===== src/rtl/mul_pipe_unit_pkg.sv =====
// Shared definitions for the multi-cycle multiply unit: op encodings,
// pipeline depth bounds and the hard-wired zero register.
package mul_pipe_unit_pkg;

   typedef enum logic [1:0] {
      OP_MUL    = 2'd0,
      OP_MULH   = 2'd1,
      OP_MULHSU = 2'd2,
      OP_MULHU  = 2'd3
   } mul_op_e;

   localparam int LATENCY_MIN = 1;
   localparam int LATENCY_MAX = 8;
   localparam int ZERO_REG    = 0;

   // Operand A is signed for MULH and MULHSU; operand B only for MULH.
   function automatic logic op_a_signed(input logic [1:0] op);
      return (op == OP_MULH) || (op == OP_MULHSU);
   endfunction

   function automatic logic op_b_signed(input logic [1:0] op);
      return (op == OP_MULH);
   endfunction

endpackage


===== src/rtl/mul_pipe_unit_if.sv =====
// Issue/result bus of the multiply unit: the execute stage is the master,
// the unit is the slave.
interface mul_pipe_unit_if #(
   parameter int DATA_W = 32,
   parameter int REG_W  = 5
);

   logic              in_valid;
   logic [1:0]        in_op;
   logic [DATA_W-1:0] in_a;
   logic [DATA_W-1:0] in_b;
   logic [REG_W-1:0]  in_dst_reg;
   logic              in_ready;
   logic              out_valid;
   logic [DATA_W-1:0] out_result;
   logic [REG_W-1:0]  out_dst_reg;

   modport master (
      output in_valid, in_op, in_a, in_b, in_dst_reg,
      input  in_ready, out_valid, out_result, out_dst_reg
   );

   modport slave (
      input  in_valid, in_op, in_a, in_b, in_dst_reg,
      output in_ready, out_valid, out_result, out_dst_reg
   );

endinterface


===== src/rtl/mul_pipe_unit_stage.sv =====
// One register slice of the multiply pipe: valid bit, destination register
// and payload, with hold on stall and valid clear on flush.
module mul_pipe_stage #(
   parameter int REG_W  = 5,
   parameter int DATA_W = 66
) (
   input  logic              clock,
   input  logic              reset,
   input  logic              stall,
   input  logic              flush,
   input  logic              in_valid,
   input  logic [REG_W-1:0]  in_dst,
   input  logic [DATA_W-1:0] in_data,
   output logic              out_valid,
   output logic [REG_W-1:0]  out_dst,
   output logic [DATA_W-1:0] out_data
);

   // Flush only kills the valid bit; stale payload is harmless once invalid.
   always_ff @(posedge clock or negedge reset) begin
      if (!reset) begin
         out_valid <= 1'b0;
         out_dst   <= '0;
         out_data  <= '0;
      end else if (flush) begin
         out_valid <= 1'b0;
      end else if (!stall) begin
         out_valid <= in_valid;
         out_dst   <= in_dst;
         out_data  <= in_data;
      end
   end

endmodule


===== src/rtl/mul_pipe_unit.sv =====
// Pipelined multiply unit for the execute stage, with in-flight register
// lookups so hazard detection can stall or bypass against pending results.
module mul_pipe_unit
   import mul_pipe_unit_pkg::*;
#(
   parameter int DATA_W  = 32,
   parameter int LATENCY = 3,
   parameter int REG_W   = 5
) (
   input  logic             clock,
   input  logic             reset,
   input  logic             stall,
   input  logic             flush,
   mul_pipe_unit_if.slave   bus,
   output logic             busy,
   input  logic [REG_W-1:0] q_reg_1,
   input  logic [REG_W-1:0] q_reg_2,
   output logic             q_pending_1,
   output logic             q_pending_2,
   output logic             q_fwd_1,
   output logic             q_fwd_2
);

   localparam int PROD_W  = 2 * DATA_W;
   localparam int STAGE_W = PROD_W + 2;
   localparam int LAST    = LATENCY - 1;

   logic              a_sign;
   logic              b_sign;
   logic [PROD_W-1:0] a_wide;
   logic [PROD_W-1:0] b_wide;
   logic [PROD_W-1:0] product;

   logic [LATENCY-1:0] stage_valid;
   logic [REG_W-1:0]   stage_dst  [LATENCY];
   logic [STAGE_W-1:0] stage_data [LATENCY];

   logic [1:0]        final_op;
   logic [PROD_W-1:0] final_prod;

   // Extending straight to 2*DATA_W gives the same low 2*DATA_W product bits
   // as a DATA_W+1 signed multiply, which is all either half-select needs.
   always_comb begin
      a_sign  = op_a_signed(bus.in_op) & bus.in_a[DATA_W-1];
      b_sign  = op_b_signed(bus.in_op) & bus.in_b[DATA_W-1];
      a_wide  = {{DATA_W{a_sign}}, bus.in_a};
      b_wide  = {{DATA_W{b_sign}}, bus.in_b};
      product = a_wide * b_wide;
   end

   generate
      for (genvar k = 0; k < LATENCY; k++) begin : g_stage
         if (k == 0) begin : g_head
            mul_pipe_stage #(
               .REG_W  (REG_W),
               .DATA_W (STAGE_W)
            ) u_stage (
               .clock     (clock),
               .reset     (reset),
               .stall     (stall),
               .flush     (flush),
               .in_valid  (bus.in_valid),
               .in_dst    (bus.in_dst_reg),
               .in_data   ({bus.in_op, product}),
               .out_valid (stage_valid[k]),
               .out_dst   (stage_dst[k]),
               .out_data  (stage_data[k])
            );
         end else begin : g_body
            mul_pipe_stage #(
               .REG_W  (REG_W),
               .DATA_W (STAGE_W)
            ) u_stage (
               .clock     (clock),
               .reset     (reset),
               .stall     (stall),
               .flush     (flush),
               .in_valid  (stage_valid[k-1]),
               .in_dst    (stage_dst[k-1]),
               .in_data   (stage_data[k-1]),
               .out_valid (stage_valid[k]),
               .out_dst   (stage_dst[k]),
               .out_data  (stage_data[k])
            );
         end
      end
   endgenerate

   always_comb begin
      final_op   = stage_data[LAST][STAGE_W-1 -: 2];
      final_prod = stage_data[LAST][PROD_W-1:0];
   end

   assign bus.in_ready    = ~stall & ~flush;
   assign bus.out_valid   = stage_valid[LAST];
   assign bus.out_dst_reg = stage_dst[LAST];
   assign bus.out_result  = (final_op == OP_MUL) ? final_prod[DATA_W-1:0]
                                                 : final_prod[PROD_W-1:DATA_W];
   assign busy            = |stage_valid;

   // Any younger writer still in flight shadows the final stage, so the
   // bypass is only offered when nothing newer is pending.
   always_comb begin
      q_pending_1 = 1'b0;
      q_pending_2 = 1'b0;
      for (int k = 0; k < LAST; k++) begin
         if (stage_valid[k] && stage_dst[k] != REG_W'(ZERO_REG)) begin
            if (stage_dst[k] == q_reg_1) q_pending_1 = 1'b1;
            if (stage_dst[k] == q_reg_2) q_pending_2 = 1'b1;
         end
      end
      q_fwd_1 = stage_valid[LAST] && stage_dst[LAST] != REG_W'(ZERO_REG)
                && stage_dst[LAST] == q_reg_1 && !q_pending_1;
      q_fwd_2 = stage_valid[LAST] && stage_dst[LAST] != REG_W'(ZERO_REG)
                && stage_dst[LAST] == q_reg_2 && !q_pending_2;
   end

endmodule

===== src/flat_wrapper.sv =====
// flat-port wrapper written by rule: the top's interface ports become plain ports
module mul_pipe_unit_flat import mul_pipe_unit_pkg::*;
#(
   parameter int DATA_W  = 32,
   parameter int LATENCY = 3,
   parameter int REG_W   = 5
)
  (clock, reset, stall, flush, busy, q_reg_1, q_reg_2, q_pending_1, q_pending_2, q_fwd_1, q_fwd_2, bus_in_valid, bus_in_op, bus_in_a, bus_in_b, bus_in_dst_reg, bus_in_ready, bus_out_valid, bus_out_result, bus_out_dst_reg);
  mul_pipe_unit_if #(.DATA_W(DATA_W), .REG_W(REG_W)) bus_i ();
  input  logic clock;
  input  logic reset;
  input  logic stall;
  input  logic flush;
  output logic busy;
  input  logic [REG_W-1:0] q_reg_1;
  input  logic [REG_W-1:0] q_reg_2;
  output logic q_pending_1;
  output logic q_pending_2;
  output logic q_fwd_1;
  output logic q_fwd_2;
  input wire logic [$bits(bus_i.in_valid)-1:0] bus_in_valid;
  input wire logic [$bits(bus_i.in_op)-1:0] bus_in_op;
  input wire logic [$bits(bus_i.in_a)-1:0] bus_in_a;
  input wire logic [$bits(bus_i.in_b)-1:0] bus_in_b;
  input wire logic [$bits(bus_i.in_dst_reg)-1:0] bus_in_dst_reg;
  output wire logic [$bits(bus_i.in_ready)-1:0] bus_in_ready;
  output wire logic [$bits(bus_i.out_valid)-1:0] bus_out_valid;
  output wire logic [$bits(bus_i.out_result)-1:0] bus_out_result;
  output wire logic [$bits(bus_i.out_dst_reg)-1:0] bus_out_dst_reg;
  assign bus_i.in_valid = bus_in_valid;
  assign bus_i.in_op = bus_in_op;
  assign bus_i.in_a = bus_in_a;
  assign bus_i.in_b = bus_in_b;
  assign bus_i.in_dst_reg = bus_in_dst_reg;
  assign bus_in_ready = bus_i.in_ready;
  assign bus_out_valid = bus_i.out_valid;
  assign bus_out_result = bus_i.out_result;
  assign bus_out_dst_reg = bus_i.out_dst_reg;
  mul_pipe_unit #(.DATA_W(DATA_W), .LATENCY(LATENCY), .REG_W(REG_W)) u_core (.clock(clock), .reset(reset), .stall(stall), .flush(flush), .bus(bus_i), .busy(busy), .q_reg_1(q_reg_1), .q_reg_2(q_reg_2), .q_pending_1(q_pending_1), .q_pending_2(q_pending_2), .q_fwd_1(q_fwd_1), .q_fwd_2(q_fwd_2));
endmodule

===== config.mk =====
export PLATFORM = sky130hd
export DESIGN_NAME = mul_pipe_unit_flat
export DESIGN_NICKNAME = d
export VERILOG_FILES = /design/src/rtl/mul_pipe_unit_pkg.sv /design/src/rtl/mul_pipe_unit_if.sv /design/src/rtl/mul_pipe_unit_stage.sv /design/src/rtl/mul_pipe_unit.sv /design/src/flat_wrapper.sv
export SDC_FILE = /design/constraint.sdc
export NUM_CORES = 2
export LEC_CHECK = 0
export CAP_MARGIN = 20
export CORE_ASPECT_RATIO = 0.7
export CORE_MARGIN = 5
export CORE_UTILIZATION = 51
export CTS_CLUSTER_DIAMETER = 40
export CTS_CLUSTER_SIZE = 25
export DETAILED_ROUTE_END_ITERATION = 7
export PLACE_DENSITY = 0.71
export SETUP_SLACK_MARGIN = 0.3
export SYNTH_ARGS = -nofsm -noshare
export SYNTH_HDL_FRONTEND = slang
export SYNTH_SLANG_ARGS = --single-unit

===== constraint.sdc =====
create_clock -name clock -period 1.7 [get_ports clock]
set_clock_uncertainty 0.15 [all_clocks]
set_input_delay 0.17 -clock clock [delete_from_list [all_inputs] [get_ports clock]]
set_output_delay 0.17 -clock clock [all_outputs]
set_load 0.01 [all_outputs]

==> flow_metrics.py <==
metrics = {
    "logic_synthesis": {
        "yosysSeqAreaShare_pct": 11.5,
        "ys_types": 70,
        "synth_cells": 5220,
        "synth-edff-count": 0,
        "synth_nets": 6644,
        "synth-seq-cells": 216,
        "avgSynthCellArea_um2": 8.97,
        "ys.warnings.count": 0,
        "synth_area_mm2": 0.0468,
        "synthArstFlopShare_pct": 100,
        "synth_ff_type": "dfrtp_1",
    },
    "sta": {
        "slew_violations": 0,
        "worst_pin_slew_ns": 0.513,
        "rsz0062_at_grt": "true",
        "fin_ws_ns": -5.68,
        "fin_crit_ns": 7.38,
        "setup_tns_ns": -305.36,
        "final_hold_viol_count": 2,
        "fin_crit_sh_pct": 434,
        "whs_ns": -0.0161,
        "fmax_ghz": 0.135,
        "slew_headroom_pct": 65.8,
        "finalSetupViolCount": 99,
    },
    "grt": {
        "grt_antenna_before_repair": 7,
        "grt_use_total_pct": 30.9,
        "grt_max_degree": 53,
        "grt_pass1_wl_mm": 236,
        "grt_pass1_vias": 41600,
        "grt_overflow": 0,
    },
    "critical_path": {
        "critical_path_arrival_ns": 7.63,
        "cp.required_ns": 1.95,
        "crit_path_start_kind": "input port",
        "crit_fanout": 7,
        "critPathKind": "in -> reg",
        "end_kind": "flop",
    },
    "run": {
        "maxCapViolCount": 0,
    },
    "die": {
        "ioPinCount": 130,
        "die_w_um": 372,
        "die_area_mm2": 0.0981,
        "core_area_mm2": 0.0916,
        "initial_utilization_pct": 51.1,
        "die_h_um": 263,
        "fp-row-count": 93,
    },
    "placed_design": {
        "gp_congestion": 0.937,
        "portBuffers": 129,
        "placed_area_mm2": 0.0551,
        "dp_hpwl_mm": 114,
    },
    "outcome": {
        "violations": "hold timing, setup timing",
        "status": "finished, violations left",
    },
    "final_layout": {
        "nets": 7326,
        "fin_util_pct": 66.4,
        "drive_above_1_share_pct": 24.6,
        "syn_to_final_growth_pct": 30.0,
        "fin_area_mm2": 0.0608,
        "largest_reg_flops": 132,
    },
    "detailed_routing": {
        "ant_nets": 0,
        "dr_total_vias": 38300,
        "wl_per_cell_um": 21.3,
        "viasPerCell": 5.35,
        "wirelength_mm": 152,
        "first_iter_violations": 3445,
        "drc": 0,
        "drtPass1Iterations": 6,
    },
    "clocking": {
        "cts_tree": "yes",
        "cts-root-buf": "clkbuf_16",
        "cts_inserted_buffers": 22,
        "cts.clk_slew.worst_paths_ns": 0.06,
        "cts_buffer_depth": 3,
        "htreeDepth": 1,
        "cts_sinks": 216,
        "clock_latency_ns": 0.53,
    },
    "min_path": {
        "hp-class": "in -> reg",
    },
}
[placed cells by master (no fill, tap or decap), types with 55 or more instances in the layout]
cell,instances
nand2_1,1307
inv_1,1095
fa_1,1066
buf_4,513
and2_1,235
dfrtp_1,211
buf_6,139
ha_1,137
buf_12,133
inv_2,78
ha_4,74
fa_2,59
nor2_1,55
[worst paths after layout]
path,startpoint,end,slack (ns),depth (start not counted)
max in group asynchronous,reset,u_core.g_stage[2].g_body.u_stage.out_data[25]$_DFFE_PN0P_,0.79,3
worst max-delay path,bus_in_op[0],u_core.g_stage[0].g_head.u_stage.out_data[60]$_DFFE_PN0P_,-5.68,26
worst min register to register,u_core.g_stage[1].g_body.u_stage.out_data[52]$_DFFE_PN0P_,u_core.g_stage[2].g_body.u_stage.out_data[52]$_DFFE_PN0P_,0.30,2
min in group asynchronous,reset,u_core.g_stage[2].g_body.u_stage.out_data[4]$_DFFE_PN0P_,0.02,2
worst max register to register,u_core.g_stage[0].g_head.u_stage.out_valid$_DFFE_PN0P_,u_core.g_stage[0].g_head.u_stage.out_valid$_DFFE_PN0P_,0.56,4
worst min-delay path,stall,u_core.g_stage[2].g_body.u_stage.out_valid$_DFFE_PN0P_,-0.02,4
[synthesized netlist by cell type, types with 5 or more instances]
cell type,n,area [µm²]
a21oi_1,78,390
o21a_1,11,82.6
buf_4,11,82.6
or4_1,5,37.5
xor2_1,48,420
buf_2,5,25.0
xnor2_1,52,455
nand2_1,1352,5070
dfrtp_1,216,5410
a211oi_1,11,82.6
a21o_1,32,240
nand4_1,15,93.8
fa_1,1125,22500
clkbuf_1,258,968
inv_1,1178,4420
o21ai_1,12,60.1
ha_1,213,2670
and2_1,282,1760
nand2b_1,9,56.3
or2_2,9,56.3
nor3_1,9,45.0
mux2i_1,5,50.1
o21bai_1,9,67.6
mux2_2,33,372
o21ai_0,79,395
nor2b_1,7,43.8
nand3_1,18,90.1
nor2_1,68,255
nor4_1,5,31.3
[cells by family after synthesis]
| kind of cell | count (synthesis) | synth area share [%] |
|---|---|---|
| adder cells (fa/ha/maj) | 1338 | 53.8 |
| AO/OA/AOI/OAI | 275 | 3.60 |
| AND/OR/NAND/NOR | 1799 | 16.5 |
| buffers and inverters | 1454 | 11.8 |
| flip-flops | 216 | 11.5 |
| multiplexers | 38 | 0.901 |
| XOR/XNOR | 100 | 1.87 |
[final cells by class]
| class | count | area, µm² |
|---|---|---|
| fill | 6769 | 30700 |
| clock buffer | 24 | 579 |
| antenna | 3 | 7.51 |
| timing repair buffer | 934 | 10100 |
| tap | 1235 | 1550 |
| multi-input combinational | 3550 | 38500 |
| clock inverter | 16 | 254 |
| inverter | 1178 | 4450 |
| sequential | 216 | 5410 |
[through the flow]
| stage | worst slack [ns] | cells |
|---|---|---|
| finish | -5.68 | 7156 |
| detailed placement | -6.77 | 6877 |
| global route | -5.88 | 7153 |
| global placement | -6.66 | 6877 |
| CTS | -5.59 | 7092 |
| floorplan | -5.90 | 5220 |
[critical path: stages]
cell        delay, ns
buf_8            0.10
ha_4             0.26
nor2b_4          0.25
and2_4           0.21
fa_2             0.46
fa_1             0.55
fa_2             0.60
clkinvlp_4       0.21
fa_1             0.55
inv_2            0.04
fa_1             0.51
fa_1             0.51
inv_1            0.05
fa_1             0.45
fa_1             0.54
inv_2            0.06
ha_4             0.28
nand4_4          0.07
or3_4            0.41
nor4_4           0.20
nand3_1          0.12
a21o_1           0.20
a21boi_2         0.19
o2111ai_2        0.13
a2111o_1         0.41
o311ai_2         0.09
[repair_timing]
item,4_1_cts,5_1_grt
gates resized for setup,678,283
pin swaps,257,166
hold buffers,3,1
gates cloned,23,4
setup endpoints to repair,110,211
buffers inserted,149,56
endpoints found under the hold margin,218,3
[per-layer routing]
| layer | part of all wire (%) | vias to the layer above | routed length [µm] | global-route usage [%] |
|---|---|---|---|---|
| met5 | 0.024 | - | 37 | 0 |
| met4 | 2.8 | 4 | 4310 | 6.34 |
| met3 | 14 | 352 | 21300 | 12.3 |
| met2 | 43 | 2160 | 65300 | 45.4 |
| met1 | 40 | 19400 | 61200 | 43.8 |
| li1 | - | 16400 | - | - |
Power is left out: the tool's default activity adds up to more than one toggle a clock period on the data nets, which glitch-free logic cannot reach.
